$ cat config.mk
export PLATFORM = sky130hd
export DESIGN_NAME = digit_entry_to_byte
export DESIGN_NICKNAME = d
export VERILOG_FILES = /design/src/rtl/digit_pkg.sv /design/src/rtl/mul10_add.sv /design/src/rtl/digit_entry_to_byte.sv
export SDC_FILE = /design/constraint.sdc
export NUM_CORES = 1
export LEC_CHECK = 0
export BUFFER_PORTS_ARGS = -buffer_cell sky130_fd_sc_hd__buf_2
export CELL_PAD_IN_SITES_DETAIL_PLACEMENT = 0
export CELL_PAD_IN_SITES_GLOBAL_PLACEMENT = 1
export CORE_ASPECT_RATIO = 0.6
export CORE_UTILIZATION = 40
export CTS_BUF_LIST = sky130_fd_sc_hd__clkbuf_8
export CTS_CLUSTER_DIAMETER = 40
export DETAILED_ROUTE_END_ITERATION = 7
export GPL_TIMING_DRIVEN = 0
export MAX_ROUTING_LAYER = met4
export PLACE_DENSITY_LB_ADDON = 0.1
export SLEW_MARGIN = 10
export SYNTH_ARGS = -nofsm -noshare
export SYNTH_HDL_FRONTEND = slang
export SYNTH_SLANG_ARGS = --single-unit
$ cat constraint.sdc
create_clock -name clk -period 8.79 [get_ports clk]
set_clock_uncertainty 0.15 [all_clocks]
set_input_delay 0.4395 -clock clk [delete_from_list [all_inputs] [get_ports clk]]
set_output_delay 0.4395 -clock clk [all_outputs]
set_load 0.03 [all_outputs]
$ cat src/rtl/digit_pkg.sv
// digit_pkg
// Shared types and constants for the digit-entry-to-byte converter.
//   state_t        : converter FSM states (IDLE / ACC / DONE)
//   DEC_BASE       : radix of decimal entry
//   MAX_DEC_DIGIT  : largest legal decimal digit
//   NUM_DIGITS     : digits per entry (hundreds, tens, units)
//   ACC_W          : decimal accumulator width (holds 999)
//   dec_digit_bad(): flags a nibble that is not a decimal digit
package digit_pkg;

    typedef enum logic [1:0] {
        IDLE = 2'd0,
        ACC  = 2'd1,
        DONE = 2'd2
    } state_t;

    localparam int DEC_BASE      = 10;
    localparam int MAX_DEC_DIGIT = 9;
    localparam int NUM_DIGITS    = 3;
    localparam int ACC_W         = 10;

    function automatic logic dec_digit_bad(input logic [3:0] d);
        return d > 4'(MAX_DEC_DIGIT);
    endfunction

endpackage

$ cat src/rtl/mul10_add.sv
// mul10_add
// One Horner step for decimal entry: acc_out = acc_in * 10 + digit,
// built from two shifts and adds so no multiplier is inferred.
// Ports:
//   acc_in  [ACC_W-1:0] : running accumulator
//   digit   [3:0]       : digit being appended
//   acc_out [ACC_W-1:0] : updated accumulator (wraps at ACC_W bits)
module mul10_add
    import digit_pkg::*;
(
    input  logic [ACC_W-1:0] acc_in,
    input  logic [3:0]       digit,
    output logic [ACC_W-1:0] acc_out
);

    assign acc_out = (acc_in << 3) + (acc_in << 1) + ACC_W'(digit);

endmodule

$ cat src/rtl/digit_entry_to_byte.sv
// digit_entry_to_byte
// Converts three entered digits (hundreds, tens, units) into one OUT_W-bit
// value. Hex entry completes in one cycle; decimal entry is accumulated one
// digit per clock with a multiply-by-10-and-add step.
// Ports:
//   clk, rst_n        : clock, async active-low reset
//   in_valid/in_ready : digit-set handshake (ready only while idle)
//   hex_mode          : 1 = hex nibbles, 0 = decimal digits
//   digit_h/ms/ls     : hundreds / tens (high nibble) / units (low nibble)
//   out_valid/out_ready : result handshake
//   out_value, out_err: result and its error flag (held after take)
//
// state | meaning
// ------+--------------------------------------------------------------
// IDLE  | waiting for a digit set, in_ready high
// ACC   | decimal accumulation, one digit per clock (h, ms, ls)
// DONE  | result presented, waiting for out_ready
module digit_entry_to_byte
    import digit_pkg::*;
#(
    parameter int OUT_W      = 8,
    parameter bit SAT_ON_ERR = 1'b1
) (
    input  logic             clk,
    input  logic             rst_n,
    input  logic             in_valid,
    output logic             in_ready,
    input  logic             hex_mode,
    input  logic [3:0]       digit_h,
    input  logic [3:0]       digit_ms,
    input  logic [3:0]       digit_ls,
    output logic             out_valid,
    input  logic             out_ready,
    output logic [OUT_W-1:0] out_value,
    output logic             out_err
);

    localparam logic [ACC_W-1:0] MAX_VAL  = ACC_W'((2 ** OUT_W) - 1);
    localparam logic [1:0]       LAST_IDX = 2'(NUM_DIGITS - 1);

    state_t             state_q, state_nxt;
    logic [ACC_W-1:0]   acc_q, acc_nxt;
    logic [1:0]         idx_q, idx_nxt;
    logic               derr_q, derr_nxt;
    logic [3:0]         dig_h_q, dig_ms_q, dig_ls_q;
    logic               load_digits;
    logic [OUT_W-1:0]   val_q, val_nxt;
    logic               oerr_q, oerr_nxt;
    logic [3:0]         cur_digit;
    logic [ACC_W-1:0]   mac_out;
    logic               fin_err;

    always_comb begin
        unique case (idx_q)
            2'd0:    cur_digit = dig_h_q;
            2'd1:    cur_digit = dig_ms_q;
            default: cur_digit = dig_ls_q;
        endcase
    end

    mul10_add u_mul10_add (
        .acc_in  (acc_q),
        .digit   (cur_digit),
        .acc_out (mac_out)
    );

    always_ff @(posedge clk or negedge rst_n) begin
        if (!rst_n) begin
            state_q <= IDLE;
        end else begin
            state_q <= state_nxt;
        end
    end

    always_comb begin
        state_nxt   = state_q;
        acc_nxt     = acc_q;
        idx_nxt     = idx_q;
        derr_nxt    = derr_q;
        val_nxt     = val_q;
        oerr_nxt    = oerr_q;
        load_digits = 1'b0;
        fin_err     = 1'b0;

        unique case (state_q)
            IDLE: begin
                if (in_valid) begin
                    load_digits = 1'b1;
                    if (hex_mode) begin
                        state_nxt = DONE;
                        oerr_nxt  = (digit_h != 4'd0);
                        val_nxt   = (oerr_nxt && SAT_ON_ERR) ? '1
                                                             : OUT_W'({digit_ms, digit_ls});
                    end else begin
                        state_nxt = ACC;
                        acc_nxt   = '0;
                        idx_nxt   = 2'd0;
                        derr_nxt  = 1'b0;
                    end
                end
            end
            ACC: begin
                acc_nxt  = mac_out;
                derr_nxt = derr_q | dec_digit_bad(cur_digit);
                if (idx_q == LAST_IDX) begin
                    // Final digit: the result is judged on the freshly summed value.
                    state_nxt = DONE;
                    fin_err   = derr_nxt | (mac_out > MAX_VAL);
                    oerr_nxt  = fin_err;
                    val_nxt   = (fin_err && SAT_ON_ERR) ? '1 : mac_out[OUT_W-1:0];
                end else begin
                    idx_nxt = idx_q + 2'd1;
                end
            end
            DONE: begin
                if (out_ready) begin
                    state_nxt = IDLE;
                end
            end
            default: begin
                state_nxt = IDLE;
            end
        endcase
    end

    always_ff @(posedge clk or negedge rst_n) begin
        if (!rst_n) begin
            acc_q    <= '0;
            idx_q    <= 2'd0;
            derr_q   <= 1'b0;
            dig_h_q  <= 4'd0;
            dig_ms_q <= 4'd0;
            dig_ls_q <= 4'd0;
            val_q    <= '0;
            oerr_q   <= 1'b0;
        end else begin
            acc_q  <= acc_nxt;
            idx_q  <= idx_nxt;
            derr_q <= derr_nxt;
            val_q  <= val_nxt;
            oerr_q <= oerr_nxt;
            if (load_digits) begin
                dig_h_q  <= digit_h;
                dig_ms_q <= digit_ms;
                dig_ls_q <= digit_ls;
            end
        end
    end

    assign in_ready  = (state_q == IDLE);
    assign out_valid = (state_q == DONE);
    assign out_value = val_q;
    assign out_err   = oerr_q;

endmodule

# [Word-level counts from Yosys, hierarchy flattened]
# Index checks and enable logic that the tools add are counted.
[word_totals] inputBits=17 regBits=35 elab_cells=62 out_inout_bits=11
[classes] bitwise=2 eq_ne=10 addsub=3 n_mux=28 n_reduce_logical=8 magnitude_cmp=2
[op_table] operator="8-bit 2-to-1 mux" count=5
[op_table] operator="9-bit 2-to-1 mux" count=2
[op_table] operator="9-bit case mux with 2 select lines" count=1
[op_table] operator="8-bit case mux with 2 select lines" count=1
[op_table] operator="2-bit 2-to-1 mux" count=7
[op_table] operator="10-bit adder" count=1
[op_table] operator="10-bit by 4-bit adder with 10-bit output" count=1
[op_table] operator="10-bit by 8-bit greater-than comparator with 1-bit output (second input constant)" count=1
[op_table] operator="2-bit != test (second input constant)" count=4
[op_table] operator="4-bit case mux with 2 select lines" count=1
[op_table] operator="4-bit AND reduction" count=2
[op_table] operator="1-bit 2-to-1 mux" count=7
[op_table] operator="2-bit case mux with 3 select lines" count=1
[op_table] operator="3-bit AND reduction" count=2
[op_table] operator="2-bit by 1-bit equality test with 1-bit output (second input constant)" count=2
[op_table] operator="2-bit equality test (second input constant)" count=2
[op_table] operator="4-bit greater-than comparator (second input constant)" count=1
[op_table] operator="2-bit logical NOT" count=2
[op_table] operator="2-bit by 1-bit != test with 1-bit output (second input constant)" count=2
[op_table] operator="1-bit case mux with 2 select lines" count=2
[op_table] operator="2-bit case mux with 2 select lines" count=1
[op_table] operator="4-bit nonzero test" count=1
[op_table] operator="2-bit by 1-bit adder with 2-bit output (second input constant)" count=1
[op_table] operator="1-bit OR" count=2
[op_table] operator="2-bit nonzero test" count=1

# [Depth between registers and ports, before layout]
# Gate-level depths: netlist (run 1).
[depth] ltp_word=8 ltp_mapped=14 depth_no_buf=14

# [Cells and area by module]
# A second synthesis (run 1) with hierarchy kept.
[hier_totals] cells_unflattened=199 area_unflattened_um2=2075.7
[by_module_without_submodules] module="digit_entry_to_byte" cells_each=153 seq_area_each_um2=900.9 area_per_inst_um2=1657.8 n_inst=1
[by_module_without_submodules] module="mul10_add" cells_each=46 seq_area_each_um2=0.0 area_per_inst_um2=417.9 n_inst=1

# [Worst setup path after synthesis (run 1)]
# OpenSTA, ideal clock, no wires.
[synth_path] kind="register to register" start="reg idx_q[0]" end="reg val_q[7] (netlist: out_value[7])" stages_incl_launch_ff=14 arrival_time_ns=2.928 n_path_buf=0 period_less_slack_ns=3.214 setup_ns=0.136 setup_slack_ns=5.576 t_required_ns=8.504 cell_sequence="dfrtp_1 > inv_1 > ha_1 > a22o_1 > a21o_1 > fa_1 > inv_1 > fa_1 > nor2b_1 > o31a_1 > o311a_1 > nand3_1 > o21ai_4 > o221ai_2"
[synth_between] elab_chain_cells=8 elab_cells_between_ends=14 classes_between="add/sub: 1; order compare: 2; eq/ne: 3; mux: 4; bitwise: 2; reduce/logical: 2"
[synth_rtl] element="from (decl)" line_no="digit_entry_to_byte.sv:43" rtl="logic [1:0] idx_q, idx_nxt;"
[synth_rtl] element="from (signal assigned)" line_no="digit_entry_to_byte.sv:138" rtl="idx_q <= idx_nxt;"
[synth_rtl] element="2-bit by 1-bit equality test with 1-bit output or 2-bit logical NOT (tied branches)" line_no="digit_entry_to_byte.sv:54" rtl="unique case (idx_q)"
[synth_rtl] element="4-bit case mux with 2 select lines" line_no="digit_entry_to_byte.sv:54"
[synth_rtl] element="10-bit by 4-bit adder with 10-bit output or 4-bit greater-than comparator (tied branches)" line_no="mul10_add.sv:16, digit_pkg.sv:23"
[synth_rtl] element="10-bit by 8-bit greater-than comparator with 1-bit output or 1-bit OR (tied branches)" line_no="digit_entry_to_byte.sv:108, digit_entry_to_byte.sv:104"
[synth_rtl] element="1-bit OR" line_no="digit_entry_to_byte.sv:108" rtl="fin_err = derr_nxt | (mac_out > MAX_VAL);"
[synth_rtl] element="8-bit 2-to-1 mux" line_no="digit_entry_to_byte.sv:110" rtl="val_nxt = (fin_err && SAT_ON_ERR) ? '1 : mac_out[OUT_W-1:0];"
[synth_rtl] element="8-bit 2-to-1 mux" line_no="digit_entry_to_byte.sv:105" rtl="if (idx_q == LAST_IDX) begin"
[synth_rtl] element="8-bit case mux with 2 select lines" line_no="digit_entry_to_byte.sv:85" rtl="unique case (state_q)"
[synth_rtl] element="to (signal assigned)" line_no="digit_entry_to_byte.sv:140" rtl="val_q <= val_nxt;"
[synth_rtl] element="to (decl)" line_no="digit_entry_to_byte.sv:47" rtl="logic [OUT_W-1:0] val_q, val_nxt;"
# Several ways; a longest one is shown, not always the timed one. The select of a mux whose other input is x is not followed.
# A chain may end at the register's enable or synchronous reset.

# [Worst setup path after layout (run 1)]
[layout_path] start="reg idx_q[0]" end="reg val_q[3] (netlist: out_value[3])"
# The elaborated chain is that of the path after synthesis.

==> results of run 1 <==
==> area by class of cell <==
| cell class | count | share of cell area |
|---|---|---|
| well taps | 63 | 0.0336 |
| clock buffers | 6 | 0.0352 |
| multi-input cells | 146 | 0.463 |
| clock inverters | 2 | 0.0149 |
| inverters | 8 | 0.0128 |
| flip-flops and latches | 35 | 0.373 |
| repair buffers | 27 | 0.0575 |
| plain buffers | 5 | 0.0101 |
==> flip-flops by register name (all words and copies together), names as in the netlist <==
register / count
derr_q: 1
out_value: 8
idx_q: 2
dig_h_q: 4
dig_ms_q: 4
acc_q: 9
state_q: 2
dig_ls_q: 4
out_err: 1
==> how the worst min path moves through the flow <==
stage             from           to  slack [ps]  cells after the start
2_1_floorplan    rst_n     acc_q[0]          -6                      0
3_3_place_gp   out_err      out_err         310                      2
3_5_place_dp   out_err      out_err         310                      2
4_1_cts          rst_n  dig_ls_q[3]         110                      1
5_1_grt          rst_n     acc_q[7]         140                      1
6_report         rst_n     idx_q[0]          80                      1
==> power by group <==
group          switching [mW]  total, mW  internal (mW)  leakage [nW]
combinational           0.348      0.591          0.243         0.638
sequential             0.0459      0.282          0.236         0.412
clock                  0.0578      0.150         0.0917        0.0612
==> placed cells by master, fill, tap and decap left out, types with 2 or more instances in the layout <==
cell,count
a2111oi_0,2
a211oi_1,6
a21o_1,9
a21oi_1,6
a22o_1,3
buf_2,31
clkbuf_8,6
dfrtp_1,35
fa_1,2
ha_1,17
inv_1,8
mux2_2,13
nand2_1,23
nand2b_1,2
nand3_1,4
nor2_1,11
nor2b_1,7
o21ai_0,12
o21ai_1,3
o21bai_1,2
or2_2,2
xnor2_1,4
==> per-stage QoR <==
stage / hold WS, ps / worst slack [ps] / util
6_report: 83.0 / 5070 / 0.499
5_1_grt: 137 / 4830 / 0.499
4_1_cts: 114 / 5060 / 0.499
3_5_place_dp: 315 / 5070 / 0.474
3_3_place_gp: 308 / 5180 / 0.474
2_1_floorplan: -6.09 / 5580 / -
==> worst max-delay path: cells and delay by family (launching register included) <==
family | cells | cell delay (ps)
compound gates | 6 | 1310
fa+ha+maj | 3 | 1250
buf+inv | 2 | 150
flops | 1 | 350
simple gates | 2 | 360
==> kinds of logic (layout without fill, tap and decap cells) <==
family                   Yosys count  after routing  share of synthesized area
adder cells (fa/ha/maj)           19             19                      0.125
AND/OR/NAND/NOR                   52             52                      0.116
multiplexers                      14             14                     0.0775
flip-flops                        35             35                      0.434
XOR/XNOR                           4              4                     0.0174
AO/OA/AOI/OAI                     57             57                      0.203
buffers and inverters             13             48                     0.0267
==> routing by layer <==
| metal | up-vias | wire [microns] | global-route usage |
|---|---|---|---|
| met2 | 40 | 2010 | 0.292 |
| met5 | - | 0 | - |
| met3 | 6 | 318 | 0.0453 |
| met4 | 0 | 57 | 0.0747 |
| met1 | 769 | 2390 | 0.302 |
| li1 | 772 | - | - |
==> key figures, run 1 <==
Layout
  – Seq. cell area: 876 sq um
  – Post-route cell area: 2350 sq um
  – Multi-input gate area: 1090 sq um
  – Layout area overhead: 16.4%
  – Fin cells: 292
  – FILL cells: 461
  – Ant. Diodes: 0
  – Nets: 264
  – Fraction of layout cells with a size suffix above 1: 0.249

Die
  – Io pins: 28
  – Die Area: 5340 sq um
  – Die extent in y: 57.0 microns
  – Die X: 93.7 microns
  – Core ar.: 4710 sq um
  – Std cell rows: 19
  – Initial Utilization: 0.428

STA
  – Tcrit/Tclk final: 0.423
  – Relative slew slack: 0.429
  – Total negative slack: 0 ps
  – Final hold vios: 0
  – Slew Viols, Final: 0
  – Maximum operating frequency: 0.269 GHz
  – Final setup viols: 0
  – RSZ-0062 raised after global routing: false
  – Least-Margin Pin Slew: 854 ps
  – Final min period: 3720 ps

Critical path
  – Max stage delay on crit path: 520 ps
  – WP data arrival: 3710 ps
  – CP Capture Point: out_value[3]
  – Crit-path cells: inv_1, ha_1, a22o_1, a21o_1, fa_1, inv_1, fa_1, nor2b_1, o31a_1, o311a_1, nand3_1, o21ai_4, o21ai_0
  – CP Launch Type: flop
  – WS Path Type: flop to flop
  – Reg2reg setup slack: 5070 ps
  – Worst-path maximum fanout: 9
  – CP Capture Type: flop
  – Req. time, crit path: 8780 ps
  – Crit path from: idx_q[0]
  – Slowest stage cell, crit path: fa_1
  – RR Endpoint: out_value[3]
  – Worst-case reg-to-reg path depth: 13
  – Reg2Reg Launch Point: idx_q[0]

Logic synthesis
  – Yosys top cell area share: 0.434
  – Synthesis-stage register bit count: 35
  – Dominant cells by area after synthesis: dfrtp_1, ha_1, mux2_2
  – Avg Inst Size Synth: 10.4 sq um
  – Synth top cells by count: dfrtp_1, nand2_1, ha_1
  – Cells after synthesis: 194
  – YS warnings: 0
  – Most frequent cell after synthesis: dfrtp_1
  – Synth area leader: dfrtp_1
  – Synth Flop Type: dfrtp_1
  – EDFF count, synth: 0
  – Async SR Flop Fraction: 1.00
  – Mapped Nets: 230
  – Seq/Total Area, Yosys: 0.434
  – Netlist cell types: 40
  – Cell Area, Synth: 2020 sq um

Placed design
  – PortBufs: 27
  – HPWL after detailed placement: 3720 microns
  – Placed insts: 284
  – Gp weighted congestion: 0.841
  – Placed cell areas: 2230 sq um

Power
  – Maximum vdd drop: 0.133 mV
  – Leakage: 1.11 nW
  – Power density cells: 436 nW/um^2
  – Tot Pwr: 1.02 mW

Drt
  – Routed vias/inst: 5.43
  – DRC Markers: 0
  – Final WL: 4770 microns
  – Iteration-0 DRC Markers: 67
  – Routed Antenna Nets: 0
  – Routed wire length per instance: 16.3 microns
  – Routed vias: 1587
  – Detailed Routing Iterations Pass 1: 4

Clocking
  – Hold Buf Count CTS: 0
  – Root Buffer Master: clkbuf_8
  – Worst-path clk slew: 70 ps
  – TritonCTS Sinks: 35
  – H-Tree Depth: 2
  – Worst-case clock buffer depth: 2
  – Later-pin clock latency in the skew report: 280 ps
  – Post_cts resized: 0
  – CTS tree: built
  – Setup Fix Bufs, Post-CTS: 0
  – Number of buffers created by CTS: 5

Global route
  – Initial antenna violation count: 0
  – Number of global-route vias before repair: 1592
  – GRT overflow: 0
  – First-pass GRT wire length: 7940 microns
  – Largest net degree at the start of global routing: 36
  – Gr usage total: 0.210

Min path
  – Hold Path Class: input port to asynchronous set/reset pin

Run status
  – Status: finished clean

Run
  – Total of max-cap violations: 0
Note: power is estimated with default switching activity, not from simulation.
==> inputs of run 2 (changes only) <==
==> constraint.sdc (replaced) <==
create_clock -name clk -period 3.7 [get_ports clk]
set_clock_uncertainty 0.15 [all_clocks]
set_input_delay 0.185 -clock clk [delete_from_list [all_inputs] [get_ports clk]]
set_output_delay 0.185 -clock clk [all_outputs]
set_load 0.03 [all_outputs]
==> run 2 against run 1 <==
Net effect:
- cell count is 3.1% higher
- first-iteration DRC count is 52% higher
- fmax is 6.1% higher
- total power is 140% higher
- clock power is 140% higher
- utilization is 2.4 points higher
- routed wire length is 4.6% higher
- die area stayed put
- critical endpoint unchanged
- largest power group unchanged
==> key figures, run 2 (same netlist as run 1, synthesis figures left out) <==
Power
  – P_int: 1.38 mW (was 0.571 mW)
  – Clock network power share: 0.142 (was 0.146)
  – Power density cells: 1020 nW/um^2 (was 436 nW/um^2)
  – Sequential share of power: 0.268 (was 0.276)
  – Maximum vdd drop: 0.319 mV (was 0.133 mV)
  – Gate power share: 0.590 (was 0.578)
  – Leakage: 1.15 nW (was 1.11 nW)
  – Switching Fraction: 0.447 (was 0.442)
  – NetSw: 1.12 mW (was 0.452 mW)

Clocking
  – H-Tree Depth: 2 (unchanged)
  – CTS tree: built (unchanged)
  – Later-pin clock latency in the skew report: 280 ps (about the same)
  – Worst-case clock buffer depth: 2 (unchanged)
  – TritonCTS Sinks: 35 (unchanged)
  – Number of buffers created by CTS: 5 (unchanged)
  – Worst-path clk slew: 70 ps (about the same)
  – Root Buffer Master: clkbuf_8 (unchanged)
  – Setup Fix Bufs, Post-CTS: 0 (unchanged)

Layout
  – Most frequent cells in the layout: dfrtp_1, buf_2, nand2_1 (unchanged)
  – Core Util, Final: 0.523 (was 0.499)
  – Layout area overhead: 22.1% (was 16.4%)
  – Biggest register: acc_q (unchanged)
  – Seq. cell area: 876 sq um (unchanged)
  – Nets: 273 (was 264)
  – Max reg flops: 9 (unchanged)
  – Ant. Diodes: 0 (unchanged)
  – Multi-input gate area: 1120 sq um (was 1090 sq um)
  – FILL cells: 453 (was 461)
  – Fraction of layout cells with a size suffix above 1: 0.261 (was 0.249)
  – Commonest non-fill, non-tap cell in the layout: dfrtp_1 (unchanged)

Drt
  – Routed Antenna Nets: 0 (unchanged)
  – DRC Markers: 0 (unchanged)
  – Routed vias/inst: 5.37 (was 5.43)
  – Detailed Routing Iterations Pass 1: 4 (unchanged)
  – Routed wire length per instance: 16.6 microns (was 16.3 microns)
  – Iteration-0 DRC Markers: 102 (was 67)
  – Routed vias: 1616 (was 1587)
  – Final WL: 4990 microns (was 4770 microns)

Min path
  – Worst hold path cell count: 2
  – Hold path start: digit_ms[1]
  – Min-Delay Endpoint: dig_ms_q[1]
  – Hold Path Class: input port to flop (was input port to asynchronous set/reset pin)

Die
  – Die Area: 5340 sq um (unchanged)
  – Die X: 93.7 microns (unchanged)
  – Core ar.: 4710 sq um (unchanged)
  – Std cell rows: 19 (unchanged)
  – Die extent in y: 57.0 microns (unchanged)
  – Initial Utilization: 0.428 (unchanged)
  – Io pins: 28 (unchanged)

Critical path
  – Worst-case reg-to-reg path depth: 13 (unchanged)
  – WP data arrival: 3500 ps (was 3710 ps)
  – CP Launch Type: flop (unchanged)
  – Reg2Reg Launch Point: idx_q[1] (was idx_q[0])
  – Worst-path maximum fanout: 5 (was 9)
  – Req. time, crit path: 3700 ps (was 8780 ps)
  – RR Endpoint: out_value[3] (unchanged)
  – WS Path Type: flop to flop (unchanged)
  – Reg2reg setup slack: 200 ps (was 5070 ps)
  – CP Capture Type: flop (unchanged)

Placed design
  – Gp weighted congestion: 0.841 (unchanged)
  – HPWL after detailed placement: 3720 microns (unchanged)
  – PortBufs: 27 (unchanged)

STA
  – Maximum operating frequency: 0.286 GHz (was 0.269 GHz)
  – RSZ-0062 raised after global routing: false (unchanged)
  – Worst Hold Slack: 11.3 ps (was 83.0 ps)
  – Slew Viols, Final: 0 (unchanged)
  – Tcrit/Tclk final: 0.946 (was 0.423)
  – Final setup viols: 0 (unchanged)
  – Final min period: 3500 ps (was 3720 ps)
  – Least-Margin Pin Slew: 929 ps (was 854 ps)
  – Final hold vios: 0 (unchanged)
  – Relative slew slack: 0.379 (was 0.429)

Global route
  – GRT overflow: 0 (unchanged)
  – Initial antenna violation count: 0 (unchanged)
  – Gr usage total: 0.220 (was 0.210)
  – Number of global-route vias before repair: 1635 (was 1592)
  – Largest net degree at the start of global routing: 36 (unchanged)
  – First-pass GRT wire length: 8290 microns (was 7940 microns)

Run status
  – Status: finished clean (unchanged)

Run
  – Total of max-cap violations: 0 (unchanged)
[run 2: worst max-delay path, stage by stage (launching register included)]
cell and delay [ps]:
dfrtp_1 400, inv_1 90, ha_1 280, nor2_1 130, a21o_1 220, fa_1 510, inv_1 70, fa_2 420
nor2b_4 150, o31a_1 180, o311a_1 230, nand3_2 150, o21ai_4 240, o21ai_0 140
[run 2: metrics by stage]
step	TNS [ps]	setup WS, ps	std cells	total power [mW]	cell area (sq um)
2_1_floorplan	0	486	194	1.72	2020
3_3_place_gp	0	88.0	284	2.03	2230
3_5_place_dp	-16.4	-16.4	284	2.08	2230
4_1_cts	0	11.1	301	2.48	2440
5_1_grt	0	30.4	301	2.74	2460
6_report	0	198	301	2.50	2460
[run 2: metal layers]
metal | vias up | part of all wire | global-route usage
met5 | - | 0 | -
met4 | 0 | 0.011 | 0.0747
met3 | 6 | 0.073 | 0.0453
met2 | 51 | 0.42 | 0.306
met1 | 771 | 0.50 | 0.319
li1 | 788 | - | -
[run 2: how the worst max path moves through the flow]
| stage | start | end | slack (ps) | depth (start not counted) |
|---|---|---|---|---|
| after floorplan | idx_q[0] | out_value[7] | 490 | 13 |
| after global placement | idx_q[0] | out_value[4] | 90 | 13 |
| after detailed placement | idx_q[0] | out_value[3] | -20 | 13 |
| after CTS | idx_q[0] | out_value[3] | 10 | 13 |
| after global routing | idx_q[0] | out_value[3] | 30 | 13 |
| final | idx_q[1] | out_value[3] | 200 | 13 |
[run 2: power groups by stage]
stage,sequential [mW],combinational (mW),clock (mW)
finish,0.670,1.48,0.356
global placement,0.669,1.36,0
CTS,0.670,1.44,0.369
global route,0.690,1.67,0.385
detailed placement,0.677,1.40,0
floorplan,0.720,1.00,0
[run 2: cell type report]
cell class | instances | area share
buffer | 5 | 0.00965
clock buffer | 6 | 0.0335
clock inverter | 2 | 0.0142
inverter | 8 | 0.0122
multi-input combinational | 147 | 0.455
sequential | 35 | 0.356
tap | 63 | 0.0320
timing repair buffer | 35 | 0.0874
[run 2: what timing repair did]
| action | in CTS | in global routing |
|---|---|---|
| pin swaps | 1 | 1 |
| gates resized for setup | 1 | 6 |
| endpoints found under the hold margin | 42 | 0 |
| gates cloned | 1 | 0 |
| endpoints found under the setup margin | 4 | 9 |
| hold buffers | 8 | 0 |
==> inputs of run 3 (changes only) <==
--- a/config.mk
+++ b/config.mk
@@ -5,6 +5,7 @@
 export SDC_FILE = /design/constraint.sdc
 export NUM_CORES = 1
 export LEC_CHECK = 0
+export ABC_AREA = 1
 export BUFFER_PORTS_ARGS = -buffer_cell sky130_fd_sc_hd__buf_2
 export CELL_PAD_IN_SITES_DETAIL_PLACEMENT = 0
 export CELL_PAD_IN_SITES_GLOBAL_PLACEMENT = 1
==> run 3 against run 2 <==
Net effect:
- clock-buffer cell count up 1
- final area down 0.41%
- sequential power about the same
- via count up 6.0%
- synthesized cell count up 31%
- first-iteration DRC count down 31%
- critical path type unchanged
- critical endpoint is now out_value[7]
==> key figures, run 3 <==
Run status
  – Status: finished clean (unchanged)

Layout
  – Fraction of layout cells with a size suffix above 1: 0.189 (was 0.261)
  – FILL cells: 496 (was 453)
  – Ant. Diodes: 0 (unchanged)
  – Seq. cell area: 876 sq um (unchanged)
  – Biggest register: acc_q (unchanged)
  – Commonest non-fill, non-tap cell in the layout: nand2_1 (was dfrtp_1)
  – Nets: 332 (was 273)
  – Layout area overhead: 19.1% (was 22.1%)
  – Max reg flops: 9 (unchanged)
  – Most frequent cells in the layout: nand2_1, dfrtp_1, inv_1 (was dfrtp_1, buf_2, nand2_1)
  – Multi-input gate area: 1040 sq um (was 1120 sq um)

STA
  – Relative slew slack: 0.454 (was 0.379)
  – Final min period: 3390 ps (was 3500 ps)
  – Final setup viols: 0 (unchanged)
  – Maximum operating frequency: 0.295 GHz (was 0.286 GHz)
  – Final hold vios: 0 (unchanged)
  – RSZ-0062 raised after global routing: false (unchanged)
  – Slew Viols, Final: 0 (unchanged)
  – Total negative slack: 0 ps (unchanged)
  – Final WS setup: 309 ps (was 198 ps)
  – Least-Margin Pin Slew: 819 ps (was 929 ps)
  – Tcrit/Tclk final: 0.916 (was 0.946)

Logic synthesis
  – Synth Flop Type: dfrtp_1 (unchanged)
  – Synthesis-stage register bit count: 35 (unchanged)
  – Synth top cells by count: nand2_1, dfrtp_1, inv_1 (was dfrtp_1, nand2_1, ha_1)
  – EDFF count, synth: 0 (unchanged)
  – Dominant cells by area after synthesis: dfrtp_1, nand2_1, ha_1 (was dfrtp_1, ha_1, mux2_2)
  – Synth area leader: dfrtp_1 (unchanged)
  – Netlist cell types: 28 (was 40)
  – Mapped Nets: 291 (was 230)
  – Avg Inst Size Synth: 8.08 sq um (was 10.4 sq um)
  – Most frequent cell after synthesis: nand2_1 (was dfrtp_1)
  – Cell Area, Synth: 2060 sq um (was 2020 sq um)
  – Yosys top cell area share: 0.425 (was 0.434)
  – Seq/Total Area, Yosys: 0.425 (was 0.434)
  – Async SR Flop Fraction: 1.00 (unchanged)
  – Cells after synthesis: 255 (was 194)
  – YS warnings: 0 (unchanged)

Clocking
  – H-Tree Depth: 2 (unchanged)
  – Later-pin clock latency in the skew report: 300 ps (was 280 ps)
  – Worst-case clock buffer depth: 2 (unchanged)
  – Root Buffer Master: clkbuf_8 (unchanged)
  – Setup Fix Bufs, Post-CTS: 0 (unchanged)
  – CTS tree: built (unchanged)
  – TritonCTS Sinks: 35 (unchanged)
  – Worst-path clk slew: 70 ps (about the same)
  – Number of buffers created by CTS: 5 (unchanged)

Critical path
  – WP data arrival: 3440 ps (was 3500 ps)
  – WS Path Type: flop to flop (unchanged)
  – Worst-path maximum fanout: 9 (was 5)
  – CP Capture Type: flop (unchanged)
  – Req. time, crit path: 3740 ps (was 3700 ps)
  – CP Launch Type: flop (unchanged)

Power
  – Power density cells: 955 nW/um^2 (was 1020 nW/um^2)
  – P_int: 1.21 mW (was 1.38 mW)
  – Gate power share: 0.575 (was 0.590)
  – NetSw: 1.13 mW (was 1.12 mW)
  – Maximum vdd drop: 0.337 mV (was 0.319 mV)
  – Leakage: 1.29 nW (was 1.15 nW)
  – Clock network power share: 0.137 (was 0.142)
  – Sequential share of power: 0.287 (was 0.268)
  – Switching Fraction: 0.484 (was 0.447)

Drt
  – Iteration-0 DRC Markers: 70 (was 102)
  – Routed vias/inst: 4.76 (was 5.37)
  – Final WL: 4930 microns (was 4990 microns)
  – Routed vias: 1713 (was 1616)
  – Routed Antenna Nets: 0 (unchanged)
  – DRC Markers: 0 (unchanged)
  – Routed wire length per instance: 13.7 microns (was 16.6 microns)
  – Detailed Routing Iterations Pass 1: 4 (unchanged)

Global route
  – M1 GR Usage: 0.354 (was 0.319)
  – Met3 Track Usage GR: 0.0480 (was 0.0453)
  – First-pass GRT wire length: 8340 microns (was 8290 microns)
  – Grt peak-use layer: met1 (unchanged)
  – GRT overflow: 0 (unchanged)
  – Met2 usage: 0.246 (was 0.306)
  – Initial antenna violation count: 0 (unchanged)
  – Number of global-route vias before repair: 1650 (was 1635)
  – Gr usage total: 0.217 (was 0.220)
  – Largest net degree at the start of global routing: 36 (unchanged)

Placed design
  – HPWL after detailed placement: 3850 microns (was 3720 microns)
  – PortBufs: 27 (unchanged)
  – Pre-CTS setup slack: 265 ps (was -16.4 ps)
  – Gp weighted congestion: 0.776 (was 0.841)

Die
  – Die extent in y: 57.6 microns (was 57.0 microns)
  – Die X: 94.6 microns (was 93.7 microns)
  – Initial Utilization: 0.433 (was 0.428)
  – Die Area: 5450 sq um (was 5340 sq um)
  – Io pins: 28 (unchanged)
  – Core ar.: 4750 sq um (was 4710 sq um)
  – Std cell rows: 19 (unchanged)

Min path
  – Hold Path Class: input port to flop (unchanged)

Run
  – Total of max-cap violations: 0 (unchanged)
[run 3: cell types whose count changed after synthesis, sizes merged, moves of 3 or more]
cell / delta
a211oi: -6
a21o: -9
a21oi: +11
inv: +25
mux2: -8
nand2: +49
nand3: +9
nand3b: +3
nor2: +9
nor2b: -7
o21ai: +5
xnor2: -4
[run 3: worst max-delay path, stage by stage (launching register included)]
cell and delay (ps):
dfrtp_1 400, inv_1 110, ha_2 270, nor2_2 80
nand2_1 60, nand3_1 120, fa_1 540, inv_1 70
fa_1 410, inv_1 110, nand2_1 60, nand2_1 60
nand3b_1 100, nand2_1 70, nand2_1 40, nand2_1 150
nand3_1 130, nand2_2 190, nand2_1 80, nand2_1 60
nand2_1 50
[run 3: stage by stage]
stage	power [mW]	util	cell area, sq um	cells	hold WS (ps)
finish	2.34	0.516	2450	360	5.61
global route	2.60	0.516	2450	360	16.3
CTS	2.36	0.515	2450	360	4.02
detailed placement	2.02	0.478	2270	345	178
global placement	2.02	0.478	2270	345	168
floorplan	1.65	-	2060	255	-261
[run 3: worst paths after layout]
check / startpoint / end / slack (ps) / depth (start not counted)
min: digit_h[0] / dig_h_q[0] / 6 / 3
max: idx_q[0] / out_value[7] / 310 / 20
max reg2reg: idx_q[0] / out_value[7] / 310 / 20
max in group asynchronous: rst_n / acc_q[4] / 2520 / 2
min in group asynchronous: rst_n / out_value[3] / 360 / 2
min reg2reg: out_value[7] / out_value[7] / 320 / 2
[run 3: repair_timing]
action | CTS | global route
resized for setup | 0 | 2
hold endpoints to repair | 41 | 0
hold buffers | 7 | 0
endpoints found under the setup margin | 0 | 1
[run 3: routing by layer]
metal	share of wire	up-vias	wire [microns]
met5	0	-	0
met4	0.015	0	74
met3	0.030	9	148
met2	0.35	22	1740
met1	0.60	779	2970
li1	-	903	-
[run 3: cell families after synthesis]
family,count (synthesis),share of synthesized area
multiplexers,5,0.0273
AND/OR/NAND/NOR,117,0.247
AO/OA/AOI/OAI,42,0.108
adder cells (fa/ha/maj),19,0.123
flip-flops,35,0.425
buffers and inverters,37,0.0705
[run 3: power groups by stage]
stage / combinational (mW) / clock (mW) / sequential [mW]
CTS: 1.36 / 0.327 / 0.672
finish: 1.35 / 0.322 / 0.673
global placement: 1.34 / 0 / 0.676
global route: 1.56 / 0.349 / 0.693
detailed placement: 1.34 / 0 / 0.678
floorplan: 0.921 / 0 / 0.729
[run 3: area by class of cell]
| cell class | count | area share |
|---|---|---|
| Multi-Input combinational cell | 183 | 0.426 |
| Sequential cell | 35 | 0.357 |
| Timing Repair Buffer | 34 | 0.0837 |
| Inverter | 33 | 0.0505 |
| Clock buffer | 7 | 0.0393 |
| Tap cell | 63 | 0.0321 |
| Buffer | 4 | 0.00867 |
| Clock inverter | 1 | 0.00306 |
